File: src/rtl/fp16_pkg.sv
// Shared constants and types for the FP16 add/subtract datapath.
package fp16_pkg;

  localparam int EXP_W     = 5;
  localparam int MANT_W    = 11;
  localparam int GRS_W     = 3;
  localparam int SAT_SHIFT = MANT_W + GRS_W;

  typedef enum logic [1:0] {
    IDLE,
    SHIFT,
    DONE
  } align_state_t;

endpackage

File: src/rtl/sticky_rshift1.sv
// One-bit logical right shift that folds the two lowest bits into a sticky LSB.
// The sticky OR is only active when FP_ALIGN_GRS_EN is defined.
module sticky_rshift1 #(
  parameter int W = 14
) (
  input  logic [W-1:0] i_data,
  output logic [W-1:0] o_data
);

`ifdef FP_ALIGN_GRS_EN
  localparam bit GRS_EN = 1'b1;
`else
  localparam bit GRS_EN = 1'b0;
`endif

  logic w_sticky;

  assign w_sticky = GRS_EN & (i_data[1] | i_data[0]);
  assign o_data   = {1'b0, i_data[W-1:2], w_sticky};

endmodule

File: src/rtl/fp_align_shift.sv
// FP16 mantissa alignment: swap by exponent, then shift the smaller mantissa
// one bit per clock. Guard/round/sticky tracking is enabled by FP_ALIGN_GRS_EN.
module fp_align_shift #(
  parameter int MANT_W = fp16_pkg::MANT_W,
  parameter int EXP_W  = fp16_pkg::EXP_W,
  parameter int DIFF_W = 8
) (
  input  logic                             clk,
  input  logic                             rst,
  input  logic                             in_valid,
  output logic                             in_ready,
  input  logic [DIFF_W-1:0]                exp_diff,
  input  logic                             a_ge_b,
  input  logic [EXP_W-1:0]                 exp_a,
  input  logic [EXP_W-1:0]                 exp_b,
  input  logic [MANT_W-1:0]                man_a,
  input  logic [MANT_W-1:0]                man_b,
  output logic                             out_valid,
  input  logic                             out_ready,
  output logic [EXP_W-1:0]                 exp_out,
  output logic [MANT_W+fp16_pkg::GRS_W-1:0] man_big,
  output logic [MANT_W+fp16_pkg::GRS_W-1:0] man_small,
  output logic                             swapped
);

  import fp16_pkg::*;

`ifdef FP_ALIGN_GRS_EN
  localparam bit GRS_EN = 1'b1;
`else
  localparam bit GRS_EN = 1'b0;
`endif

  localparam int W = MANT_W + GRS_W;
  localparam logic [W-1:0] SMALL_MASK =
    GRS_EN ? {W{1'b1}} : {{(W-GRS_W){1'b1}}, {GRS_W{1'b0}}};

  align_state_t      r_state;
  align_state_t      w_next;
  logic [DIFF_W-1:0] r_cnt;
  logic [EXP_W-1:0]  r_exp;
  logic [W-1:0]      r_big;
  logic [W-1:0]      r_small;
  logic              r_swapped;

  logic [MANT_W-1:0] w_big_man;
  logic [MANT_W-1:0] w_small_man;
  logic [W-1:0]      w_shifted;
  logic [W-1:0]      w_sat_small;
  logic              w_sat;
  logic              w_zero;

  assign w_big_man   = a_ge_b ? man_a : man_b;
  assign w_small_man = a_ge_b ? man_b : man_a;
  assign w_sat       = exp_diff >= DIFF_W'(W);
  assign w_zero      = exp_diff == '0;
  // A fully shifted-out operand leaves only its sticky bit behind.
  assign w_sat_small = {{(W-1){1'b0}}, GRS_EN & (|w_small_man)};

  sticky_rshift1 #(.W(W)) u_shift (
    .i_data (r_small),
    .o_data (w_shifted)
  );

  // NOTE: sequential state uses non-blocking assignments so every register
  // samples pre-edge values regardless of process evaluation order.
  always_ff @(posedge clk or posedge rst) begin
    if (rst) r_state <= IDLE;
    else     r_state <= w_next;
  end

  // NOTE: default assignment first so no path through the case leaves w_next
  // unassigned, which would otherwise infer a latch.
  always_comb begin
    w_next = r_state;
    case (r_state)
      IDLE:    if (in_valid) w_next = (w_sat || w_zero) ? DONE : SHIFT;
      SHIFT:   if (r_cnt <= DIFF_W'(1)) w_next = DONE;
      DONE:    if (out_ready) w_next = IDLE;
      default: w_next = IDLE;
    endcase
  end

  always_comb begin
    in_ready  = 1'b0;
    out_valid = 1'b0;
    case (r_state)
      IDLE:    in_ready  = 1'b1;
      DONE:    out_valid = 1'b1;
      default: ;
    endcase
  end

  always_ff @(posedge clk or posedge rst) begin
    if (rst) begin
      r_cnt     <= '0;
      r_exp     <= '0;
      r_big     <= '0;
      r_small   <= '0;
      r_swapped <= 1'b0;
    end else begin
      case (r_state)
        IDLE: begin
          if (in_valid) begin
            r_swapped <= ~a_ge_b;
            r_exp     <= a_ge_b ? exp_a : exp_b;
            r_big     <= {w_big_man, {GRS_W{1'b0}}};
            r_cnt     <= exp_diff;
            r_small   <= w_sat ? w_sat_small : {w_small_man, {GRS_W{1'b0}}};
          end
        end
        SHIFT: begin
          r_small <= w_shifted;
          r_cnt   <= r_cnt - DIFF_W'(1);
        end
        default: ;
      endcase
    end
  end

  assign exp_out   = r_exp;
  assign man_big   = r_big;
  assign man_small = r_small & SMALL_MASK;
  assign swapped   = r_swapped;

endmodule
File: config.mk
export PLATFORM = sky130hd
export DESIGN_NAME = fp_align_shift
export DESIGN_NICKNAME = d
export VERILOG_FILES = /design/src/rtl/fp16_pkg.sv /design/src/rtl/sticky_rshift1.sv /design/src/rtl/fp_align_shift.sv
export SDC_FILE = /design/constraint.sdc
export NUM_CORES = 1
export LEC_CHECK = 0
export CORE_ASPECT_RATIO = 0.9
export CORE_UTILIZATION = 44
export CTS_CLUSTER_DIAMETER = 50
export DETAILED_ROUTE_END_ITERATION = 6
export GPL_ROUTABILITY_DRIVEN = 0
export GPL_TIMING_DRIVEN = 0
export PLACE_DENSITY_LB_ADDON = 0.15
export REMOVE_ABC_BUFFERS = 1
export SLEW_MARGIN = 20
export SYNTH_ARGS = -nofsm -noshare
export SYNTH_HDL_FRONTEND = slang
export SYNTH_SLANG_ARGS = --single-unit
File: constraint.sdc
create_clock -name clk -period 1.68 [get_ports clk]
set_input_delay 0.168 -clock clk [delete_from_list [all_inputs] [get_ports clk]]
set_output_delay 0.168 -clock clk [all_outputs]
set_load 0.02 [all_outputs]
# [Yosys cells after proc, flatten, opt, wreduce, memory -nomap -nowiden]
# Cells that the tools add are included.
[classes] n_addsub=1 order_cmp=2 bitwise_logic=1 n_eq_ne=5 mux=15 reduce_logical=7
[op_table] operator="$mux 14" count=2
[op_table] operator="$pmux 14 s2" count=1
[op_table] operator="$mux 11" count=2
[op_table] operator="$pmux 8 s2" count=1
[op_table] operator="$ge 8x4->1 const B" count=1
[op_table] operator="$le 8x1->1 const B" count=1
[op_table] operator="$logic_not 8->1" count=1
[op_table] operator="$mux 2" count=4
[op_table] operator="$mux 8" count=1
[op_table] operator="$sub 8x1->8 const B" count=1
[op_table] operator="$ne 2x2->1 const B" count=3
[op_table] operator="$pmux 2 s3" count=1
[op_table] operator="$mux 5" count=1
[op_table] operator="$reduce_and 2->1" count=2
[op_table] operator="$reduce_and 3->1" count=1
[op_table] operator="$eq 2x1->1 const B" count=1
[op_table] operator="$eq 2x2->1 const B" count=1
[op_table] operator="$logic_not 2->1" count=1
[op_table] operator="$mux 1" count=2
[op_table] operator="$reduce_bool 2->1" count=1
[op_table] operator="$logic_or 1x1->1" count=1
[op_table] operator="$not 1->1" count=1
[totals] elab_cells=37 ff_bits=41 input_bits=45

# [Logic depth before layout (Yosys ltp)]
# Gate-level depths: netlist (run 1).
[depth] ltp_word=5 mapped_depth=6

# [Modules after synthesis]
# From an unflattened synthesis (run 1), not the netlist that was laid out.
[hier_totals] cells_unflattened=255 hier_area_um2=2478.6
[modules_own_cells] module="fp_align_shift" n_inst=1 cells_per_inst=240 area_per_inst_um2=2369.8
[modules_own_cells] module="sticky_rshift1" n_inst=1 cells_per_inst=15 area_per_inst_um2=108.9

# [Worst setup path before layout (run 1)]
# No wires, ideal clock.
[synth_timing] path_kind="flip-flop to flip-flop" start="register r_cnt[2]" end="register r_cnt[7]" synth_period_minus_slack_ns=1.554 setup_slack_ns=0.126 arrival_time_ns=1.484 stages_incl_launch_ff=5 setup_ns=0.069 path_cell_list="dfrtp_1 -> buf_6 -> or4_4 -> or4_1 -> nand3_1"
[synth_between] elab_chain_len=2
[synth_lines] element="from (decl)" line="fp_align_shift.sv:40" text="logic [DIFF_W-1:0] r_cnt;"
[synth_lines] element="from (signal assigned)" line="fp_align_shift.sv:108" text="r_cnt <= exp_diff;"
[synth_lines] element="from (signal assigned)" line="fp_align_shift.sv:114" text="r_cnt <= r_cnt - DIFF_W'(1);"
[synth_lines] element="$sub 8x1->8" line="fp_align_shift.sv:114"
[synth_lines] element="$pmux 8 s2" line="fp_align_shift.sv:102" text="case (r_state)"
# No other way between the ends.
# A chain may end at the register's enable or synchronous reset.

# [Worst setup path after layout (run 1)]
[layout_timing] start="register r_state[0]" end="register r_cnt[7]"
[layout_between] elab_chain_len=3
[layout_lines] element="from (decl)" line="fp_align_shift.sv:38" text="align_state_t r_state;"
[layout_lines] element="from (signal assigned)" line="fp_align_shift.sv:69" text="else r_state <= w_next;"
[layout_lines] element="$eq 2x1->1 / $logic_not 2->1 (equally long branches)" line="fp_align_shift.sv:102"
[layout_lines] element="$reduce_bool 2->1 (no line) / $ne 2x2->1 (equally long branches)"
[layout_lines] element="$reduce_and 2->1 (no line)"
# Parallel ways exist; a longest one is shown, timed or not.

==> results of run 1 <==
## cell families after synthesis
group,count (synthesis),synth area share (%)
AOI/OAI and AO/OA,57,16.66
adders and majority gates,2,1.190
buffers and inverters,29,7.733
DFF,38,45.21
muxes,27,12.85
other,1,0.1783
and+or+nand+nor,65,16.18
## power breakdown
part / internal [mW] / switching, mW
combinational: 0.665 / 0.665
sequential: 1.17 / 0.232
clock: 0.437 / 0.321
## metrics by stage
stage	util, %	cell area, um^2	worst slack (ns)	power [mW]
after floorplan	-	1986	0.0007984	2.065
after global placement	62.06	2804	-0.6130	2.696
after detailed placement	63.00	2846	-0.4018	2.737
after CTS	65.58	2963	0.02007	3.495
after global routing	66.27	2994	-0.01964	3.711
final	66.27	2994	0.03197	3.487
## placed cells by master, fill, tap and decap left out, types with 3 or more instances in the layout
| master | n |
|---|---|
| inv_1 | 6 |
| o21ai_0 | 19 |
| nand3_1 | 5 |
| conb_1 | 6 |
| nor3_1 | 5 |
| o22a_1 | 3 |
| nor2_1 | 14 |
| a21oi_1 | 14 |
| mux2i_1 | 27 |
| dfrtp_1 | 36 |
| nand2_1 | 19 |
| clkbuf_8 | 5 |
| nor3b_1 | 4 |
| clkdlybuf4s50_1 | 71 |
| o22ai_1 | 10 |
## metal layers
layer	vias up	part of all wire, %
li1	914	-
met1	874	45
met2	80	46
met3	2	8.8
met4	0	0.34
met5	-	0
## Yosys cell counts, types with 2 or more instances
cell type	n	area, um^2
o22a_1	3	26.28
nand2_1	19	71.32
clkbuf_1	6	22.52
or4_1	2	15.01
dfrtp_1	38	950.9
a21oi_1	14	70.07
ha_1	2	25.02
buf_2	7	35.03
nor3b_1	4	30.03
nor4_1	2	12.51
nor3_1	5	25.02
buf_6	3	33.78
nor2_1	14	52.55
mux2i_1	27	270.3
a221o_1	2	20.02
nand3_1	6	30.03
nand2b_1	2	12.51
nor2b_1	2	12.51
o22ai_1	10	62.56
inv_1	7	26.28
buf_4	6	45.04
o21ai_0	19	95.09
## worst max-delay path, cell delays in order, from the launching register on
cell and delay [ns]:
dfrtp_2 0.56, or4b_4 0.53, or4_4 0.42, nand3_1 0.09
## state kept, by name, indices dropped and copies added, names as in the netlist
register  flops
man_big      11
r_small      11
r_cnt         8
exp_out       5
r_state       2
swapped       1
## what timing repair did
action | 4_1_cts | 5_1_grt
endpoints found under the setup margin | 36 | 15
pin swaps | 0 | 1
gates resized for setup | 6 | 8
## path summary, 6_finish.rpt
check / from / endpoint / slack, ns
worst max-delay path: r_state[0] / r_cnt[7] / 0.03
worst min register to register: man_big[3] / man_big[3] / 0.48
worst max register to register: r_state[0] / r_cnt[7] / 0.03
min in group clk: a_ge_b / swapped / 0.31
worst min-delay path: rst / r_cnt[2] / 0.07
max in group asynchronous: rst / r_state[1] / 1.18
## final cells by class
cell class | count | area share [%]
Multi-Input combinational cell | 157 | 34.98
Sequential cell | 38 | 31.84
Timing Repair Buffer | 76 | 26.08
Tap cell | 62 | 2.591
Clock buffer | 5 | 2.298
Clock inverter | 3 | 1.337
Inverter | 7 | 0.8776
==> results.json, run 1 <==
{
  "syn_area_mm2": 0.002103,
  "grt_use_met2_pct": 33.33,
  "post_synth.cell_area_avg_um2": 9.604,
  "multi_input_area_mm2": 0.001047,
  "gr-max-usage-layer": "met2",
  "critical_path_peak_fanout": 17,
  "number_of_iterations_in_the_first_detailed_routing_pass": 4,
  "design.final.nets": 332,
  "dpl.cell_count": 340,
  "x_dimension_of_the_die_um": 74.88,
  "synth_enable_flop_cells": 0,
  "numCtsBuffers": 5,
  "clock_path_buffers": 2,
  "diodes": 0,
  "tritoncts_clock_tree": "built",
  "timing.max_slew.rel_slack_pct": 66.30,
  "global_route.usage.total_pct": 20.43,
  "drv_cap": 0,
  "reg2regPathDepth": 3,
  "tightestPinTransition_ns": 0.5055,
  "finish.cell_count_without_fillers": 348,
  "final_hold_viol_count": 0,
  "post-cts-setup-buffers": 0,
  "clk_pin_slew_worst_paths_ns": 0.08,
  "hpwlAfterDp_um": 3563,
  "tns_ns": 0,
  "ys.warnings.count": 0,
  "cts-hold-fix-buffers": 0,
  "post_drt_wl_per_cell_um": 14.20,
  "ys_seq_elements": 38,
  "portBuffers": 74,
  "cp_data_required_time_ns": 1.91,
  "post-route-min-period_ns": 1.648,
  "avgViaCountPerCell": 5.374,
  "synth_cell_types": 41,
  "wire_length_of_the_first_global_routing_pass_um": 7755,
  "rsz0062_at_grt": "true",
  "clock_insertion_delay_worst_skew_ns": 0.29,
  "drc_violations_left": 0,
  "status": "finished clean",
  "clkSinkCount": 38,
  "seqCellArea_um2": 953.4,
  "number_of_core_rows": 23,
  "globalRouteOverflowTotal": 0,
  "power_density_mw_per_mm2": 1165,
  "drive_above_1_share_pct": 9.441,
  "static-leakage-power_nw": 1.323,
  "worst_setup_path_start_kind": "flip-flop",
  "syn_inst": 219,
  "ir_worst_vdd_mv": 0.8463,
  "detailroute.via_count": 1870,
  "die_height_um": 67.59,
  "setup-violations-final": 0,
  "min_period_over_period_pct": 98.10,
  "worst_hold_slack_ns": 0.07415,
  "setup.worst_path.end_class": "flip-flop",
  "die_area_mm2": 0.005061,
  "finClkSkew_ns": 0.01013,
  "synth_flop_cell": "dfrtp_1",
  "detail_route.iter0.violations": 94,
  "htree_num_levels": 2,
  "final.fill_count": 374,
  "met1_usage_pct": 26.82,
  "hp-class": "input port to async pin",
  "final-max-slew-violation-count": 0,
  "max_freq_mhz": 606.8,
  "grt_util_met3_pct": 5.672,
  "initial_core_util_pct": 46.55,
  "grt_max_degree": 47,
  "timing.setup.critical_path_class": "flip-flop to flip-flop",
  "route.antenna.remaining_nets": 0,
  "initial_antenna_violation_count": 0,
  "core_footprint_mm2": 0.004518,
  "sequential_to_total_area_share_from_yosys_stat_pct": 45.21,
  "synth_async_sr_flop_share_pct": 100.0,
  "totalWireLength_um": 4941,
  "flow.area_growth_from_synthesis_pct": 42.36,
  "critical_path_arrival_ns": 1.88,
  "first_global_vias": 1682,
  "cts_root_buffer": "clkbuf_8",
  "io-pin-count": 81
}
Note: power is estimated with default switching activity, not from simulation.
==> inputs of run 2 (changes only) <==
==> constraint.sdc (replaced) <==
create_clock -name clk -period 1.68 [get_ports clk]
set_input_delay 0.336 -clock clk [delete_from_list [all_inputs] [get_ports clk]]
set_output_delay 0.336 -clock clk [all_outputs]
set_load 0.02 [all_outputs]
==> results.json, run 2 (synthesized netlist as in run 1, its figures left out) <==
{
  "clkSinkCount": 38,
  "numCtsBuffers": 5,
  "finish.instance_area_mm2": 0.003019,
  "first_global_vias": 1684,
  "ir_worst_vdd_mv": 0.8452,
  "timing.critical_path.slowest_cell_delay_ns": 0.63,
  "portBuffers": 74,
  "core_footprint_mm2": 0.004518,
  "diodes": 0,
  "design.final.nets": 336,
  "final_hold_viol_count": 0,
  "static-leakage-power_nw": 1.393,
  "dp_worst_setup_slack_ns": -0.5698,
  "timing.max_slew.rel_slack_pct": 45.49,
  "cp_slowest_cell": "clkdlybuf4s50_1",
  "critical_path_peak_fanout": 3,
  "detail_route.iter0.violations": 88,
  "setup.worst_path.end_class": "output port",
  "cp_data_required_time_ns": 1.34,
  "finished_core_util_pct": 66.82,
  "route.antenna.remaining_nets": 0,
  "reg2regPathDepth": 3,
  "cp_num_cells": 1,
  "detailed_place.area_mm2": 0.002846,
  "io-pin-count": 81,
  "worst_setup_path_start_kind": "flip-flop",
  "post_drt_wl_per_cell_um": 14.32,
  "drive_above_1_share_pct": 10.34,
  "die_area_mm2": 0.005061,
  "tritoncts_clock_tree": "built",
  "drc_violations_left": 0,
  "critical_path_arrival_ns": 1.30,
  "flow.area_growth_from_synthesis_pct": 43.55,
  "min_period_over_period_pct": 97.47,
  "reg2reg_from": "r_cnt[2]",
  "max_freq_mhz": 610.7,
  "drv_cap": 0,
  "globalRouteOverflowTotal": 0,
  "global_route.usage.total_pct": 20.43,
  "clock_path_buffers": 2,
  "number_of_core_rows": 23,
  "hpwlAfterDp_um": 3563,
  "layout_commonest_cell": "clkdlybuf4s50_1",
  "number_of_iterations_in_the_first_detailed_routing_pass": 4,
  "clk_pin_slew_worst_paths_ns": 0.08,
  "tightestPinTransition_ns": 0.8160,
  "status": "finished clean",
  "setup_ws_ns": 0.04255,
  "timing.critical_path.from": "r_small[10]",
  "totalWireLength_um": 5040,
  "x_dimension_of_the_die_um": 74.88,
  "initial_core_util_pct": 46.55,
  "htree_num_levels": 2,
  "wire_length_of_the_first_global_routing_pass_um": 7755,
  "die_height_um": 67.59,
  "setup-violations-final": 0,
  "finClkSkew_ns": 0.01029,
  "final.fill_count": 374,
  "grt_max_degree": 47,
  "final-max-slew-violation-count": 0,
  "timing.setup.critical_path_class": "flip-flop to output port",
  "crit_family": "buffers and inverters",
  "initial_antenna_violation_count": 0,
  "path_buf_inv": 1,
  "power_density_mw_per_mm2": 1161,
  "cts_root_buffer": "clkbuf_8",
  "detailroute.via_count": 1900,
  "post-route-min-period_ns": 1.637,
  "layout_common_cells": "clkdlybuf4s50_1, dfrtp_1, mux2i_1",
  "crit_path_cell_trace": "clkdlybuf4s50_1",
  "clock_insertion_delay_worst_skew_ns": 0.29,
  "hp-class": "input port to async pin",
  "avgViaCountPerCell": 5.398
}
[run 2: layout make-up]
type,instances,area (um^2),area share (%)
multi-input combinational,157,1041,34.48
sequential,38,953.4,31.58
timing repair buffer,80,812.0,26.90
tap,62,77.57,2.569
clock buffer,5,68.82,2.279
clock inverter,3,40.04,1.326
inverter,7,26.28,0.8703
[run 2: path summary, 6_finish.rpt]
path | to | slack [ns]
worst max-delay path | man_small[10] | 0.04
worst min-delay path | r_cnt[2] | 0.24
worst max register to register | r_cnt[7] | 0.07
worst min register to register | man_big[3] | 0.48
max in group asynchronous | r_state[1] | 1.02
min in group clk | man_big[3] | 0.48
[run 2: per-stage QoR]
step / TNS [ns] / std cells / power, mW / hold slack, ns
2_1_floorplan: 0 / 202 / 2.065 / 0.4477
3_3_place_gp: -36.72 / 338 / 2.696 / 0.4613
3_5_place_dp: -15.84 / 340 / 2.737 / 0.4691
4_1_cts: 0 / 348 / 3.504 / 0.2419
5_1_grt: -0.02111 / 352 / 3.727 / 0.2524
6_report: 0 / 352 / 3.507 / 0.2428
[run 2: repair_timing]
item / CTS / global route
pin swaps: 1 / 0
buffers inserted: 0 / 4
endpoints found under the setup margin: 36 / 21
hold buffers: 0 / 0
hold endpoints to repair: 0 / 0
gates resized for setup: 10 / 9
[run 2: power breakdown]
| group | switching, mW | internal, mW | leakage [nW] |
|---|---|---|---|
| clock network | 0.321 | 0.437 | 0.0579 |
| logic | 0.682 | 0.675 | 0.857 |
| registers | 0.226 | 1.17 | 0.478 |
[run 2: layer usage]
metal	global-route usage, %	wire length (um)	vias to the layer above
met5	0	0	-
li1	-	-	917
met1	26.82	2257	905
met3	5.672	422	2
met4	4.953	17	0
met2	33.33	2343	76
==> inputs of run 3 (changes only) <==
Settings changed: PLACE_DENSITY set to 0.8, PLACE_DENSITY_LB_ADDON 0.15 to not set.
==> results.json, run 3 (synthesized netlist as in run 1, its figures left out) <==
{
  "status": "finished clean",
  "min_period_over_period_pct": 97.89,
  "dpl.cell_count": 339,
  "timing.setup.critical_path_class": "flip-flop to flip-flop",
  "portBuffers": 74,
  "route.antenna.remaining_nets": 0,
  "post-route-min-period_ns": 1.645,
  "critical_path_arrival_ns": 1.86,
  "drc_violations_left": 0,
  "tritoncts_clock_tree": "built",
  "global_route.usage.total_pct": 21.28,
  "globalRouteOverflowTotal": 0,
  "clock_path_buffers": 2,
  "core_footprint_mm2": 0.004518,
  "clock_insertion_delay_worst_skew_ns": 0.28,
  "cts-hold-fix-buffers": 0,
  "drv_cap": 0,
  "diodes": 0,
  "crit_family": "simple AND/OR/NAND/NOR gates",
  "max_freq_mhz": 608.1,
  "clkSinkCount": 38,
  "cts_root_buffer": "clkbuf_8",
  "timing.max_slew.rel_slack_pct": 47.93,
  "hp-class": "input port to async pin",
  "grt_use_met2_pct": 34.23,
  "timing.critical_path.slowest_cell_delay_ns": 0.58,
  "reg2regPathDepth": 3,
  "met1_usage_pct": 27.74,
  "worst_setup_path_start_kind": "flip-flop",
  "totalWireLength_um": 5148,
  "initial_core_util_pct": 46.55,
  "initial_antenna_violation_count": 0,
  "wire_length_of_the_first_global_routing_pass_um": 7886,
  "layout_commonest_cell": "clkdlybuf4s50_1",
  "detail_route.iter0.violations": 104,
  "post_drt_wl_per_cell_um": 14.71,
  "finish.cell_count_without_fillers": 350,
  "critical_path_peak_fanout": 11,
  "flow.area_growth_from_synthesis_pct": 41.82,
  "clk_pin_slew_worst_paths_ns": 0.07,
  "htree_num_levels": 2,
  "power_density_mw_per_mm2": 1177,
  "finished_core_util_pct": 66.02,
  "drive_above_1_share_pct": 9.722,
  "grt_util_met3_pct": 4.776,
  "cp_slowest_cell": "or4b_4",
  "numCtsBuffers": 5,
  "avgViaCountPerCell": 5.280,
  "hpwlAfterDp_um": 3586,
  "design.final.nets": 334,
  "static-leakage-power_nw": 1.319,
  "grt_max_degree": 47,
  "setup.reg_to_reg.worst_slack_ns": 0.04,
  "cp_data_required_time_ns": 1.90,
  "tightestPinTransition_ns": 0.7810,
  "ir_worst_vdd_mv": 0.7267,
  "reg2reg_from": "r_state[1]",
  "setup-violations-final": 0,
  "r2r-end": "r_cnt[7]",
  "detailroute.via_count": 1848,
  "crit_path_cell_trace": "or4b_4 > or4_4 > nand3_1",
  "path_buf_inv": 0,
  "die_height_um": 67.59,
  "finClkSkew_ns": 0.006356,
  "total_power_mw": 3.510,
  "rsz0062_at_grt": "true",
  "setup.worst_path.end_class": "flip-flop",
  "worst_hold_slack_ns": 0.2929,
  "final_hold_viol_count": 0,
  "number_of_core_rows": 23,
  "layout_common_cells": "clkdlybuf4s50_1, dfrtp_1, mux2i_1",
  "x_dimension_of_the_die_um": 74.88,
  "number_of_iterations_in_the_first_detailed_routing_pass": 4,
  "io-pin-count": 81,
  "first_global_vias": 1687,
  "cp_num_cells": 3,
  "final-max-slew-violation-count": 0,
  "gr-max-usage-layer": "met2",
  "die_area_mm2": 0.005061
}
-- run 3: changes by cell type in the layout (fill, tap and decap cells not counted) --
cell / change
or4_4: +1
nor2b_2: +1
clkbuf_2: -1
clkinv_2: -2
or4_1: -1
dlymetal6s2s_1: -3
buf_16: -1
clkdlybuf4s50_1: +3
clkbuf_1: +2
nor2b_1: -1
-- run 3: cell type report --
cell class,count,area [um^2]
clock inverter,1,30.03
timing repair buffer,78,772.0
fill,389,1535
clock buffer,7,76.32
multi-input combinational,157,1047
sequential,38,953.4
inverter,7,26.28
tap,62,77.57
-- run 3: worst max-delay path by stage --
| stage | slack [ns] | startpoint | end |
|---|---|---|---|
| 2_1_floorplan | 0.0008 | r_state[0] | r_cnt[7] |
| 3_3_place_gp | -0.76 | a_ge_b | r_small[12] |
| 3_5_place_dp | -0.62 | in_valid | r_cnt[7] |
| 4_1_cts | 0.006 | r_state[0] | out_valid |
| 5_1_grt | -0.03 | r_state[0] | r_small[10] |
| 6_report | 0.04 | r_state[1] | r_cnt[7] |
-- run 3: metal layers --
layer  routed length [um]  up-vias
met1                 2236      885
met2                 2614       48
li1                     -      913
met4                   48        0
met5                    0        -
met3                  248        2
-- run 3: what timing repair did --
item | 4_1_cts | 5_1_grt
pin swaps | 0 | 1
gates resized for setup | 11 | 7
setup buffers | 2 | 1
setup endpoints to repair | 37 | 18
-- run 3: where the power goes --
part	total (mW)	internal [mW]	switching, mW
logic	1.36	0.674	0.685
clock network	0.756	0.444	0.311
registers	1.39	1.17	0.228
total	3.51	2.28	1.22
-- run 3: through the flow --
stage	cell area [um^2]	worst slack [ns]	setup TNS, ns
floorplan	1986	0.0007984	0
global placement	2804	-0.7577	-36.88
detailed placement	2819	-0.6172	-16.14
CTS	2958	0.006354	0
global route	2983	-0.03207	-0.07783
finish	2983	0.03543	0
